$ cat config.mk
export PLATFORM = sky130hd
export DESIGN_NAME = cpu_axi_master_flat
export DESIGN_NICKNAME = d
export VERILOG_FILES = /design/src/rtl/cpu_axi_master_if.sv /design/src/rtl/cpu_axi_master.sv /design/src/flat_wrapper.sv
export SDC_FILE = /design/constraint.sdc
export NUM_CORES = 1
export LEC_CHECK = 0
export BUFFER_PORTS_ARGS = -buffer_cell sky130_fd_sc_hd__buf_2
export CAP_MARGIN = 30
export CORE_AREA = 8 8 186 188
export CTS_CLUSTER_SIZE = 12
export DETAILED_ROUTE_END_ITERATION = 10
export DIE_AREA = 0 0 194 196
export PLACE_DENSITY = 0.49
export SYNTH_ARGS = -nofsm -noshare
export SYNTH_HDL_FRONTEND = slang
export SYNTH_SLANG_ARGS = --single-unit
$ cat constraint.sdc
create_clock -name acr_clk -period 4.05 [get_ports acr_clk]
set_input_delay 0.2025 -clock acr_clk [delete_from_list [all_inputs] [get_ports acr_clk]]
set_output_delay 0.2025 -clock acr_clk [all_outputs]
set_load 0.01 [all_outputs]
$ cat src/rtl/cpu_axi_master_if.sv
// Core-side command/data/response streams plus the AXI3 master channels of cpu_axi_master.
// master: the engine's own view; slave: the core and AXI fabric around it.
interface cpu_axi_master_if #(
  parameter int ADDR_W = 32,
  parameter int DATA_W = 64,
  parameter int ID_W   = 8
);
  localparam int STRB_W = DATA_W / 8;

  logic              cmd_valid, cmd_ready, cmd_write;
  logic [ADDR_W-1:0] cmd_addr;
  logic [3:0]        cmd_len;
  logic [ID_W-1:0]   cmd_id;

  logic              wd_valid, wd_ready;
  logic [DATA_W-1:0] wd_data;
  logic [STRB_W-1:0] wd_strb;

  logic              rd_valid, rd_ready, rd_last;
  logic [DATA_W-1:0] rd_data;
  logic [ID_W-1:0]   rd_id;
  logic [1:0]        rd_resp;

  logic              bresp_valid;
  logic [ID_W-1:0]   bresp_id;
  logic [1:0]        bresp;
  logic              err_4k;

  logic [ID_W-1:0]   axi_awid, axi_arid, axi_bid, axi_rid;
  logic [ADDR_W-1:0] axi_awaddr, axi_araddr;
  logic [3:0]        axi_awlen, axi_arlen, axi_awcache, axi_arcache;
  logic [2:0]        axi_awsize, axi_arsize, axi_awprot, axi_arprot;
  logic [1:0]        axi_awburst, axi_arburst, axi_bresp, axi_rresp;
  logic              axi_awlock, axi_arlock;
  logic              axi_awvalid, axi_awready, axi_arvalid, axi_arready;
  logic [DATA_W-1:0] axi_wdata, axi_rdata;
  logic [STRB_W-1:0] axi_wstrb;
  logic              axi_wlast, axi_wvalid, axi_wready;
  logic              axi_bvalid, axi_bready;
  logic              axi_rlast, axi_rvalid, axi_rready;

  modport master (
    input  cmd_valid, cmd_write, cmd_addr, cmd_len, cmd_id, output cmd_ready,
    input  wd_valid, wd_data, wd_strb, output wd_ready,
    output rd_valid, rd_data, rd_id, rd_resp, rd_last, input rd_ready,
    output bresp_valid, bresp_id, bresp, err_4k,
    output axi_awid, axi_awaddr, axi_awlen, axi_awsize, axi_awburst, axi_awlock,
    output axi_awcache, axi_awprot, axi_awvalid, input axi_awready,
    output axi_wdata, axi_wstrb, axi_wlast, axi_wvalid, input axi_wready,
    input  axi_bid, axi_bresp, axi_bvalid, output axi_bready,
    output axi_arid, axi_araddr, axi_arlen, axi_arsize, axi_arburst, axi_arlock,
    output axi_arcache, axi_arprot, axi_arvalid, input axi_arready,
    input  axi_rid, axi_rdata, axi_rresp, axi_rlast, axi_rvalid, output axi_rready
  );

  modport slave (
    output cmd_valid, cmd_write, cmd_addr, cmd_len, cmd_id, input cmd_ready,
    output wd_valid, wd_data, wd_strb, input wd_ready,
    input  rd_valid, rd_data, rd_id, rd_resp, rd_last, output rd_ready,
    input  bresp_valid, bresp_id, bresp, err_4k,
    input  axi_awid, axi_awaddr, axi_awlen, axi_awsize, axi_awburst, axi_awlock,
    input  axi_awcache, axi_awprot, axi_awvalid, output axi_awready,
    input  axi_wdata, axi_wstrb, axi_wlast, axi_wvalid, output axi_wready,
    output axi_bid, axi_bresp, axi_bvalid, input axi_bready,
    input  axi_arid, axi_araddr, axi_arlen, axi_arsize, axi_arburst, axi_arlock,
    input  axi_arcache, axi_arprot, axi_arvalid, output axi_arready,
    output axi_rid, axi_rdata, axi_rresp, axi_rlast, axi_rvalid, input axi_rready
  );
endinterface

$ cat src/rtl/cpu_axi_master.sv
// AXI3 INCR burst master: core cmd/wd stream -> AW/W/AR; `CPU_AXI_MASTER_4K_CHECK_EN rejects 4 KB-crossing bursts.
// Latency: AW/AR valid the cycle after command accept; W, R and B are combinational pass-through.
// Backpressure: cmd_ready low while AW/AR register busy, a W burst is open or MAX_OUTSTD reached; wd/rd follow AXI ready.
module cpu_axi_master #(
  parameter int ADDR_W     = 32,
  parameter int DATA_W     = 64,
  parameter int ID_W       = 8,
  parameter int MAX_OUTSTD = 4
) (
  input logic             acr_clk,
  input logic             acr_rst,
  cpu_axi_master_if.master bus
);
  localparam logic [2:0] AXSIZE   = 3'($clog2(DATA_W / 8));
  localparam logic [4:0] OS_LIMIT = 5'(MAX_OUTSTD);

  typedef enum logic {W_IDLE = 1'b0, W_DATA = 1'b1} wstate_e;

  wstate_e           wstate_q, wstate_d;
  logic [3:0]        beat_q, beat_d, wlen_q, wlen_d;
  logic              discard_q, discard_d;
  logic              aw_vld_q, aw_vld_d, ar_vld_q, ar_vld_d;
  logic [ADDR_W-1:0] aw_addr_q, aw_addr_d, ar_addr_q, ar_addr_d;
  logic [3:0]        aw_len_q, aw_len_d, ar_len_q, ar_len_d;
  logic [ID_W-1:0]   aw_id_q, aw_id_d, ar_id_q, ar_id_d;
  logic [3:0]        wr_os_q, wr_os_d, rd_os_q, rd_os_d;
  logic              err_4k_q, err_4k_d;

  logic cross_4k, wr_rdy, rd_rdy, cmd_hs, aw_hs, ar_hs, w_hs, b_hs, r_last_hs, w_active;

`ifdef CPU_AXI_MASTER_4K_CHECK_EN
  localparam int STRB_W = DATA_W / 8;
  logic [13:0] burst_end;
  assign burst_end = {2'b00, bus.cmd_addr[11:0]} + (14'(bus.cmd_len) + 14'd1) * 14'(STRB_W);
  assign cross_4k  = burst_end > 14'd4096;
`else
  assign cross_4k  = 1'b0;
`endif

  // A register being drained this cycle already counts as outstanding, so the limit is never overshot.
  assign wr_rdy = (!aw_vld_q || bus.axi_awready) && (wstate_q == W_IDLE) &&
                  (({1'b0, wr_os_q} + {4'd0, aw_vld_q}) < OS_LIMIT);
  assign rd_rdy = (!ar_vld_q || bus.axi_arready) &&
                  (({1'b0, rd_os_q} + {4'd0, ar_vld_q}) < OS_LIMIT);

  assign bus.cmd_ready = bus.cmd_write ? wr_rdy : rd_rdy;
  assign cmd_hs        = bus.cmd_valid && bus.cmd_ready;
  assign aw_hs         = aw_vld_q && bus.axi_awready;
  assign ar_hs         = ar_vld_q && bus.axi_arready;
  assign b_hs          = bus.axi_bvalid;
  assign r_last_hs     = bus.axi_rvalid && bus.rd_ready && bus.axi_rlast;
  assign w_active      = (wstate_q == W_DATA);
  assign w_hs          = bus.wd_valid && bus.wd_ready;

  assign bus.axi_awvalid = aw_vld_q;
  assign bus.axi_awaddr  = aw_addr_q;
  assign bus.axi_awlen   = aw_len_q;
  assign bus.axi_awid    = aw_id_q;
  assign bus.axi_awsize  = AXSIZE;
  assign bus.axi_awburst = 2'b01;
  assign bus.axi_awlock  = 1'b0;
  assign bus.axi_awcache = 4'b0011;
  assign bus.axi_awprot  = 3'b000;

  assign bus.axi_arvalid = ar_vld_q;
  assign bus.axi_araddr  = ar_addr_q;
  assign bus.axi_arlen   = ar_len_q;
  assign bus.axi_arid    = ar_id_q;
  assign bus.axi_arsize  = AXSIZE;
  assign bus.axi_arburst = 2'b01;
  assign bus.axi_arlock  = 1'b0;
  assign bus.axi_arcache = 4'b0011;
  assign bus.axi_arprot  = 3'b000;

  // Discarded bursts still drain the core's wd stream but never reach the W channel.
  assign bus.axi_wvalid = w_active && !discard_q && bus.wd_valid;
  assign bus.wd_ready   = w_active && (discard_q || bus.axi_wready);
  assign bus.axi_wdata  = bus.wd_data;
  assign bus.axi_wstrb  = bus.wd_strb;
  assign bus.axi_wlast  = w_active && (beat_q == wlen_q);

  assign bus.axi_bready  = 1'b1;
  assign bus.bresp_valid = bus.axi_bvalid;
  assign bus.bresp_id    = bus.axi_bid;
  assign bus.bresp       = bus.axi_bresp;

  assign bus.rd_valid   = bus.axi_rvalid;
  assign bus.rd_data    = bus.axi_rdata;
  assign bus.rd_id      = bus.axi_rid;
  assign bus.rd_resp    = bus.axi_rresp;
  assign bus.rd_last    = bus.axi_rlast;
  assign bus.axi_rready = bus.rd_ready;

  assign bus.err_4k = err_4k_q;

  always_comb begin
    wstate_d  = wstate_q;
    beat_d    = beat_q;
    wlen_d    = wlen_q;
    discard_d = discard_q;
    aw_vld_d  = aw_vld_q && !aw_hs;
    aw_addr_d = aw_addr_q;
    aw_len_d  = aw_len_q;
    aw_id_d   = aw_id_q;
    ar_vld_d  = ar_vld_q && !ar_hs;
    ar_addr_d = ar_addr_q;
    ar_len_d  = ar_len_q;
    ar_id_d   = ar_id_q;
    wr_os_d   = wr_os_q;
    rd_os_d   = rd_os_q;
    err_4k_d  = cmd_hs && cross_4k;

    if (cmd_hs && bus.cmd_write) begin
      wstate_d  = W_DATA;
      beat_d    = 4'd0;
      wlen_d    = bus.cmd_len;
      discard_d = cross_4k;
      if (!cross_4k) begin
        aw_vld_d  = 1'b1;
        aw_addr_d = bus.cmd_addr;
        aw_len_d  = bus.cmd_len;
        aw_id_d   = bus.cmd_id;
      end
    end else if (w_active && w_hs) begin
      if (beat_q == wlen_q) wstate_d = W_IDLE;
      else                  beat_d   = beat_q + 4'd1;
    end

    if (cmd_hs && !bus.cmd_write && !cross_4k) begin
      ar_vld_d  = 1'b1;
      ar_addr_d = bus.cmd_addr;
      ar_len_d  = bus.cmd_len;
      ar_id_d   = bus.cmd_id;
    end

    // Responses for transactions lost across a reset must not wrap the counters.
    case ({aw_hs, b_hs})
      2'b10:   wr_os_d = wr_os_q + 4'd1;
      2'b01:   wr_os_d = (wr_os_q == 4'd0) ? 4'd0 : wr_os_q - 4'd1;
      default: wr_os_d = wr_os_q;
    endcase
    case ({ar_hs, r_last_hs})
      2'b10:   rd_os_d = rd_os_q + 4'd1;
      2'b01:   rd_os_d = (rd_os_q == 4'd0) ? 4'd0 : rd_os_q - 4'd1;
      default: rd_os_d = rd_os_q;
    endcase
  end

  always_ff @(posedge acr_clk) begin
    if (acr_rst) begin
      wstate_q  <= W_IDLE;
      beat_q    <= '0;
      wlen_q    <= '0;
      discard_q <= 1'b0;
      aw_vld_q  <= 1'b0;
      aw_addr_q <= '0;
      aw_len_q  <= '0;
      aw_id_q   <= '0;
      ar_vld_q  <= 1'b0;
      ar_addr_q <= '0;
      ar_len_q  <= '0;
      ar_id_q   <= '0;
      wr_os_q   <= '0;
      rd_os_q   <= '0;
      err_4k_q  <= 1'b0;
    end else begin
      wstate_q  <= wstate_d;
      beat_q    <= beat_d;
      wlen_q    <= wlen_d;
      discard_q <= discard_d;
      aw_vld_q  <= aw_vld_d;
      aw_addr_q <= aw_addr_d;
      aw_len_q  <= aw_len_d;
      aw_id_q   <= aw_id_d;
      ar_vld_q  <= ar_vld_d;
      ar_addr_q <= ar_addr_d;
      ar_len_q  <= ar_len_d;
      ar_id_q   <= ar_id_d;
      wr_os_q   <= wr_os_d;
      rd_os_q   <= rd_os_d;
      err_4k_q  <= err_4k_d;
    end
  end
endmodule

$ cat src/flat_wrapper.sv
// flat-port wrapper written by rule: the top's interface ports become plain ports
module cpu_axi_master_flat 
#(
  parameter int ADDR_W     = 32,
  parameter int DATA_W     = 64,
  parameter int ID_W       = 8,
  parameter int MAX_OUTSTD = 4
)
  (acr_clk, acr_rst, bus_cmd_valid, bus_cmd_write, bus_cmd_addr, bus_cmd_len, bus_cmd_id, bus_cmd_ready, bus_wd_valid, bus_wd_data, bus_wd_strb, bus_wd_ready, bus_rd_valid, bus_rd_data, bus_rd_id, bus_rd_resp, bus_rd_last, bus_rd_ready, bus_bresp_valid, bus_bresp_id, bus_bresp, bus_err_4k, bus_axi_awid, bus_axi_awaddr, bus_axi_awlen, bus_axi_awsize, bus_axi_awburst, bus_axi_awlock, bus_axi_awcache, bus_axi_awprot, bus_axi_awvalid, bus_axi_awready, bus_axi_wdata, bus_axi_wstrb, bus_axi_wlast, bus_axi_wvalid, bus_axi_wready, bus_axi_bid, bus_axi_bresp, bus_axi_bvalid, bus_axi_bready, bus_axi_arid, bus_axi_araddr, bus_axi_arlen, bus_axi_arsize, bus_axi_arburst, bus_axi_arlock, bus_axi_arcache, bus_axi_arprot, bus_axi_arvalid, bus_axi_arready, bus_axi_rid, bus_axi_rdata, bus_axi_rresp, bus_axi_rlast, bus_axi_rvalid, bus_axi_rready);
  cpu_axi_master_if #(.ADDR_W(ADDR_W), .DATA_W(DATA_W), .ID_W(ID_W)) bus_i ();
  input logic acr_clk;
  input logic acr_rst;
  input wire logic [$bits(bus_i.cmd_valid)-1:0] bus_cmd_valid;
  input wire logic [$bits(bus_i.cmd_write)-1:0] bus_cmd_write;
  input wire logic [$bits(bus_i.cmd_addr)-1:0] bus_cmd_addr;
  input wire logic [$bits(bus_i.cmd_len)-1:0] bus_cmd_len;
  input wire logic [$bits(bus_i.cmd_id)-1:0] bus_cmd_id;
  output wire logic [$bits(bus_i.cmd_ready)-1:0] bus_cmd_ready;
  input wire logic [$bits(bus_i.wd_valid)-1:0] bus_wd_valid;
  input wire logic [$bits(bus_i.wd_data)-1:0] bus_wd_data;
  input wire logic [$bits(bus_i.wd_strb)-1:0] bus_wd_strb;
  output wire logic [$bits(bus_i.wd_ready)-1:0] bus_wd_ready;
  output wire logic [$bits(bus_i.rd_valid)-1:0] bus_rd_valid;
  output wire logic [$bits(bus_i.rd_data)-1:0] bus_rd_data;
  output wire logic [$bits(bus_i.rd_id)-1:0] bus_rd_id;
  output wire logic [$bits(bus_i.rd_resp)-1:0] bus_rd_resp;
  output wire logic [$bits(bus_i.rd_last)-1:0] bus_rd_last;
  input wire logic [$bits(bus_i.rd_ready)-1:0] bus_rd_ready;
  output wire logic [$bits(bus_i.bresp_valid)-1:0] bus_bresp_valid;
  output wire logic [$bits(bus_i.bresp_id)-1:0] bus_bresp_id;
  output wire logic [$bits(bus_i.bresp)-1:0] bus_bresp;
  output wire logic [$bits(bus_i.err_4k)-1:0] bus_err_4k;
  output wire logic [$bits(bus_i.axi_awid)-1:0] bus_axi_awid;
  output wire logic [$bits(bus_i.axi_awaddr)-1:0] bus_axi_awaddr;
  output wire logic [$bits(bus_i.axi_awlen)-1:0] bus_axi_awlen;
  output wire logic [$bits(bus_i.axi_awsize)-1:0] bus_axi_awsize;
  output wire logic [$bits(bus_i.axi_awburst)-1:0] bus_axi_awburst;
  output wire logic [$bits(bus_i.axi_awlock)-1:0] bus_axi_awlock;
  output wire logic [$bits(bus_i.axi_awcache)-1:0] bus_axi_awcache;
  output wire logic [$bits(bus_i.axi_awprot)-1:0] bus_axi_awprot;
  output wire logic [$bits(bus_i.axi_awvalid)-1:0] bus_axi_awvalid;
  input wire logic [$bits(bus_i.axi_awready)-1:0] bus_axi_awready;
  output wire logic [$bits(bus_i.axi_wdata)-1:0] bus_axi_wdata;
  output wire logic [$bits(bus_i.axi_wstrb)-1:0] bus_axi_wstrb;
  output wire logic [$bits(bus_i.axi_wlast)-1:0] bus_axi_wlast;
  output wire logic [$bits(bus_i.axi_wvalid)-1:0] bus_axi_wvalid;
  input wire logic [$bits(bus_i.axi_wready)-1:0] bus_axi_wready;
  input wire logic [$bits(bus_i.axi_bid)-1:0] bus_axi_bid;
  input wire logic [$bits(bus_i.axi_bresp)-1:0] bus_axi_bresp;
  input wire logic [$bits(bus_i.axi_bvalid)-1:0] bus_axi_bvalid;
  output wire logic [$bits(bus_i.axi_bready)-1:0] bus_axi_bready;
  output wire logic [$bits(bus_i.axi_arid)-1:0] bus_axi_arid;
  output wire logic [$bits(bus_i.axi_araddr)-1:0] bus_axi_araddr;
  output wire logic [$bits(bus_i.axi_arlen)-1:0] bus_axi_arlen;
  output wire logic [$bits(bus_i.axi_arsize)-1:0] bus_axi_arsize;
  output wire logic [$bits(bus_i.axi_arburst)-1:0] bus_axi_arburst;
  output wire logic [$bits(bus_i.axi_arlock)-1:0] bus_axi_arlock;
  output wire logic [$bits(bus_i.axi_arcache)-1:0] bus_axi_arcache;
  output wire logic [$bits(bus_i.axi_arprot)-1:0] bus_axi_arprot;
  output wire logic [$bits(bus_i.axi_arvalid)-1:0] bus_axi_arvalid;
  input wire logic [$bits(bus_i.axi_arready)-1:0] bus_axi_arready;
  input wire logic [$bits(bus_i.axi_rid)-1:0] bus_axi_rid;
  input wire logic [$bits(bus_i.axi_rdata)-1:0] bus_axi_rdata;
  input wire logic [$bits(bus_i.axi_rresp)-1:0] bus_axi_rresp;
  input wire logic [$bits(bus_i.axi_rlast)-1:0] bus_axi_rlast;
  input wire logic [$bits(bus_i.axi_rvalid)-1:0] bus_axi_rvalid;
  output wire logic [$bits(bus_i.axi_rready)-1:0] bus_axi_rready;
  assign bus_i.cmd_valid = bus_cmd_valid;
  assign bus_i.cmd_write = bus_cmd_write;
  assign bus_i.cmd_addr = bus_cmd_addr;
  assign bus_i.cmd_len = bus_cmd_len;
  assign bus_i.cmd_id = bus_cmd_id;
  assign bus_cmd_ready = bus_i.cmd_ready;
  assign bus_i.wd_valid = bus_wd_valid;
  assign bus_i.wd_data = bus_wd_data;
  assign bus_i.wd_strb = bus_wd_strb;
  assign bus_wd_ready = bus_i.wd_ready;
  assign bus_rd_valid = bus_i.rd_valid;
  assign bus_rd_data = bus_i.rd_data;
  assign bus_rd_id = bus_i.rd_id;
  assign bus_rd_resp = bus_i.rd_resp;
  assign bus_rd_last = bus_i.rd_last;
  assign bus_i.rd_ready = bus_rd_ready;
  assign bus_bresp_valid = bus_i.bresp_valid;
  assign bus_bresp_id = bus_i.bresp_id;
  assign bus_bresp = bus_i.bresp;
  assign bus_err_4k = bus_i.err_4k;
  assign bus_axi_awid = bus_i.axi_awid;
  assign bus_axi_awaddr = bus_i.axi_awaddr;
  assign bus_axi_awlen = bus_i.axi_awlen;
  assign bus_axi_awsize = bus_i.axi_awsize;
  assign bus_axi_awburst = bus_i.axi_awburst;
  assign bus_axi_awlock = bus_i.axi_awlock;
  assign bus_axi_awcache = bus_i.axi_awcache;
  assign bus_axi_awprot = bus_i.axi_awprot;
  assign bus_axi_awvalid = bus_i.axi_awvalid;
  assign bus_i.axi_awready = bus_axi_awready;
  assign bus_axi_wdata = bus_i.axi_wdata;
  assign bus_axi_wstrb = bus_i.axi_wstrb;
  assign bus_axi_wlast = bus_i.axi_wlast;
  assign bus_axi_wvalid = bus_i.axi_wvalid;
  assign bus_i.axi_wready = bus_axi_wready;
  assign bus_i.axi_bid = bus_axi_bid;
  assign bus_i.axi_bresp = bus_axi_bresp;
  assign bus_i.axi_bvalid = bus_axi_bvalid;
  assign bus_axi_bready = bus_i.axi_bready;
  assign bus_axi_arid = bus_i.axi_arid;
  assign bus_axi_araddr = bus_i.axi_araddr;
  assign bus_axi_arlen = bus_i.axi_arlen;
  assign bus_axi_arsize = bus_i.axi_arsize;
  assign bus_axi_arburst = bus_i.axi_arburst;
  assign bus_axi_arlock = bus_i.axi_arlock;
  assign bus_axi_arcache = bus_i.axi_arcache;
  assign bus_axi_arprot = bus_i.axi_arprot;
  assign bus_axi_arvalid = bus_i.axi_arvalid;
  assign bus_i.axi_arready = bus_axi_arready;
  assign bus_i.axi_rid = bus_axi_rid;
  assign bus_i.axi_rdata = bus_axi_rdata;
  assign bus_i.axi_rresp = bus_axi_rresp;
  assign bus_i.axi_rlast = bus_axi_rlast;
  assign bus_i.axi_rvalid = bus_axi_rvalid;
  assign bus_axi_rready = bus_i.axi_rready;
  cpu_axi_master #(.ADDR_W(ADDR_W), .DATA_W(DATA_W), .ID_W(ID_W), .MAX_OUTSTD(MAX_OUTSTD)) u_core (.acr_clk(acr_clk), .acr_rst(acr_rst), .bus(bus_i));
endmodule
==> impl_metrics.ini <==
[cts]
post_cts_buffers = 0
cts_hold_buf = 0
cts_resized = 0
clk_pin_slew_worst_paths_ns = 0.08
cts_root_buf = clkbuf_16
htree_levels = 3
cts_tree = yes
cts_made_buffers = 9
clk_latency_ns = 0.37
cts.sinks = 103
cts_buffer_depth = 2

[critical_path]
arrival_ns = 2.40
critPathSlowestCell = o211ai_4
crit_fanout = 25
crit_family = compound AO/OA/AOI/OAI gates
max_stage_delay_ns = 0.67
endpoint_kind = flop
crit_path_cell_trace = a21boi_1 > o211ai_4 > buf_4 > nand2_1 > a21oi_1
crit_path_start_kind = flop
setup.worst_path.start = u_core.rd_os_q[0]
reg2reg_from = u_core.rd_os_q[0]
required_ns = 4.33
critPathBufInv = 1
path_class = reg -> reg

[global_routing]
antenna_found_initial = 1
overflow = 0
grt_max_degree = 60
grt_usage = 0.0921
grt_pass1_wl_microns = 26400
grt_pass1_vias = 4185

[die]
io_pins = 494
start_util = 0.171
core_area_sq_um = 31900
dieWidth_microns = 194
rows = 66
die_area_sq_um = 38000
die_h_microns = 196

[finish]
mostFrequentLayoutCells = nand2_1 (183), buf_2 (152), dfxtp_1 (103)
layout_commonest_cell = nand2_1
final_nets = 886
areaGrowthSynthToFinish_pct = 3.45
drive_gt1_frac = 0.269
layout.cells.non_filler = 1081

[status]
status = completed

[pwr]
peakVddDrop_mv = 0.185
p_per_area_nw_per_um2 = 432
power_leakage_nw = 2.38

[timing]
fin_skew_ns = 0.0136
grt_setup_unrepaired = false
slew_violations = 0
slew_headroom = 0.463
finalSetupViolations = 0
hold_viol = 0
worst_pin_slew_ns = 0.802
fin_crit_sh = 0.523
fmax_mhz = 472
min_period_ns = 2.12
finalSetupTns_ns = 0

[hold_path]
hold_path.class = in -> reg
worstHoldStart = bus_axi_wready

[route]
vias_per_cell = 3.89
dr.pass1.iters = 4
num_vias = 4203
drcViolationCount = 0
first_iter_violations = 166
drt.antenna.violating_nets = 0
drt-total-wl_microns = 18000
routedWlPerCell_microns = 16.6

[yosys]
syn_area_sq_um = 5450
syn_area_per_cell_sq_um = 7.90
yosysWarnings = 0
synthDistinctLibCells = 36
synth_seq_cells = 103
syn_inst = 689
yosysSeqAreaShare = 0.379

[run]
maxCapViolCount = 0

[placement]
io_buffers = 153
dp_hpwl_microns = 13500
gp_congestion = 0.687
dp_cells = 1064
[logic make-up after synthesis]
logic type	after synthesis	synth area share
other cells	2	0.00138
simple gates	214	0.164
compound gates	131	0.134
xor+xnor	5	0.00804
buf+inv	227	0.298
flops	103	0.379
fa+ha+maj	7	0.0161
[path summary, 6_finish.rpt]
path,endpoint,slack (ns),depth (start not counted)
worst max-delay path,u_core.bus.axi_araddr[7],1.93,5
worst min-delay path,u_core.w_active,0.06,2
worst min register to register,u_core.bus.axi_awaddr[20],0.45,2
worst max register to register,u_core.bus.axi_araddr[7],1.93,5
[flip-flops by register name, indices dropped and copies added, names as in the netlist]
register / count
u_core.beat_q: 4
u_core.bus.axi_araddr: 32
u_core.bus.axi_arid: 8
u_core.bus.axi_arlen: 4
u_core.bus.axi_arvalid: 1
u_core.bus.axi_awaddr: 32
u_core.bus.axi_awid: 8
u_core.bus.axi_awvalid: 1
u_core.rd_os_q: 4
u_core.w_active: 1
u_core.wlen_q: 4
u_core.wr_os_q: 4
[layer usage]
metal | vias up | global-route usage | part of all wire
met5 | - | 0 | 0
met4 | 0 | 0.0625 | 0.054
met3 | 87 | 0.0588 | 0.12
met2 | 224 | 0.138 | 0.44
met1 | 1926 | 0.0942 | 0.39
li1 | 1966 | - | -
[cell usage after synthesis (all sizes together)]
cell type	number	area share
nand2b	3	0.0034
inv	9	0.0062
o211ai	4	0.0064
and2	3	0.0034
o21bai	1	0.0014
ha	7	0.016
and3	1	0.0011
a21o	2	0.0028
a21boi	2	0.0028
or4b	2	0.0037
nor2b	2	0.0023
a221oi	2	0.0032
clkbuf	11	0.0076
nand3	2	0.0018
nor3	1	0.0018
a21oi	101	0.093
a41o	1	0.0018
and4	1	0.0018
a22oi	2	0.0028
or3	4	0.0046
buf	207	0.28
o21ai	8	0.0074
nor4b	1	0.0044
nand2	183	0.13
nand4b	2	0.0032
a311oi	2	0.0032
conb	2	0.0014
o211a	2	0.0037
a31oi	2	0.0023
dfxtp	103	0.38
xnor2	5	0.0080
nor2	9	0.0062
a41oi	2	0.0032
[through the flow]
| step | setup slack, ns | total power [mW] | hold slack [ns] | util | instance area, sq um |
|---|---|---|---|---|---|
| 5_1_grt | 1.72 | 2.56 | 0.0604 | 0.177 | 5630 |
| 4_1_cts | 1.87 | 2.50 | 0.0135 | 0.177 | 5630 |
| 3_3_place_gp | 1.84 | 1.46 | 0.405 | 0.166 | 5280 |
| 2_1_floorplan | 2.46 | 1.49 | 0.323 | - | 5540 |
| 6_report | 1.93 | 2.43 | 0.0567 | 0.177 | 5630 |
| 3_5_place_dp | 1.92 | 1.47 | 0.405 | 0.166 | 5300 |
[final cells by class]
cell class	count	area, sq um
multi-input combinational	385	1870
timing repair buffer	159	826
fill	3662	26200
antenna	1	2.50
sequential	103	2060
clock buffer	11	253
tap	408	510
inverter	9	33.8
clock inverter	5	78.8
[report_power, final]
group / internal, mW / switching [mW] / leakage [nW]
combinational: 0.119 / 0.214 / 1.37
sequential: 1.07 / 0.0363 / 0.840
clock: 0.577 / 0.422 / 0.166
total: 1.76 / 0.672 / 2.38
No activity file was read; power rests on OpenSTA's default activity.
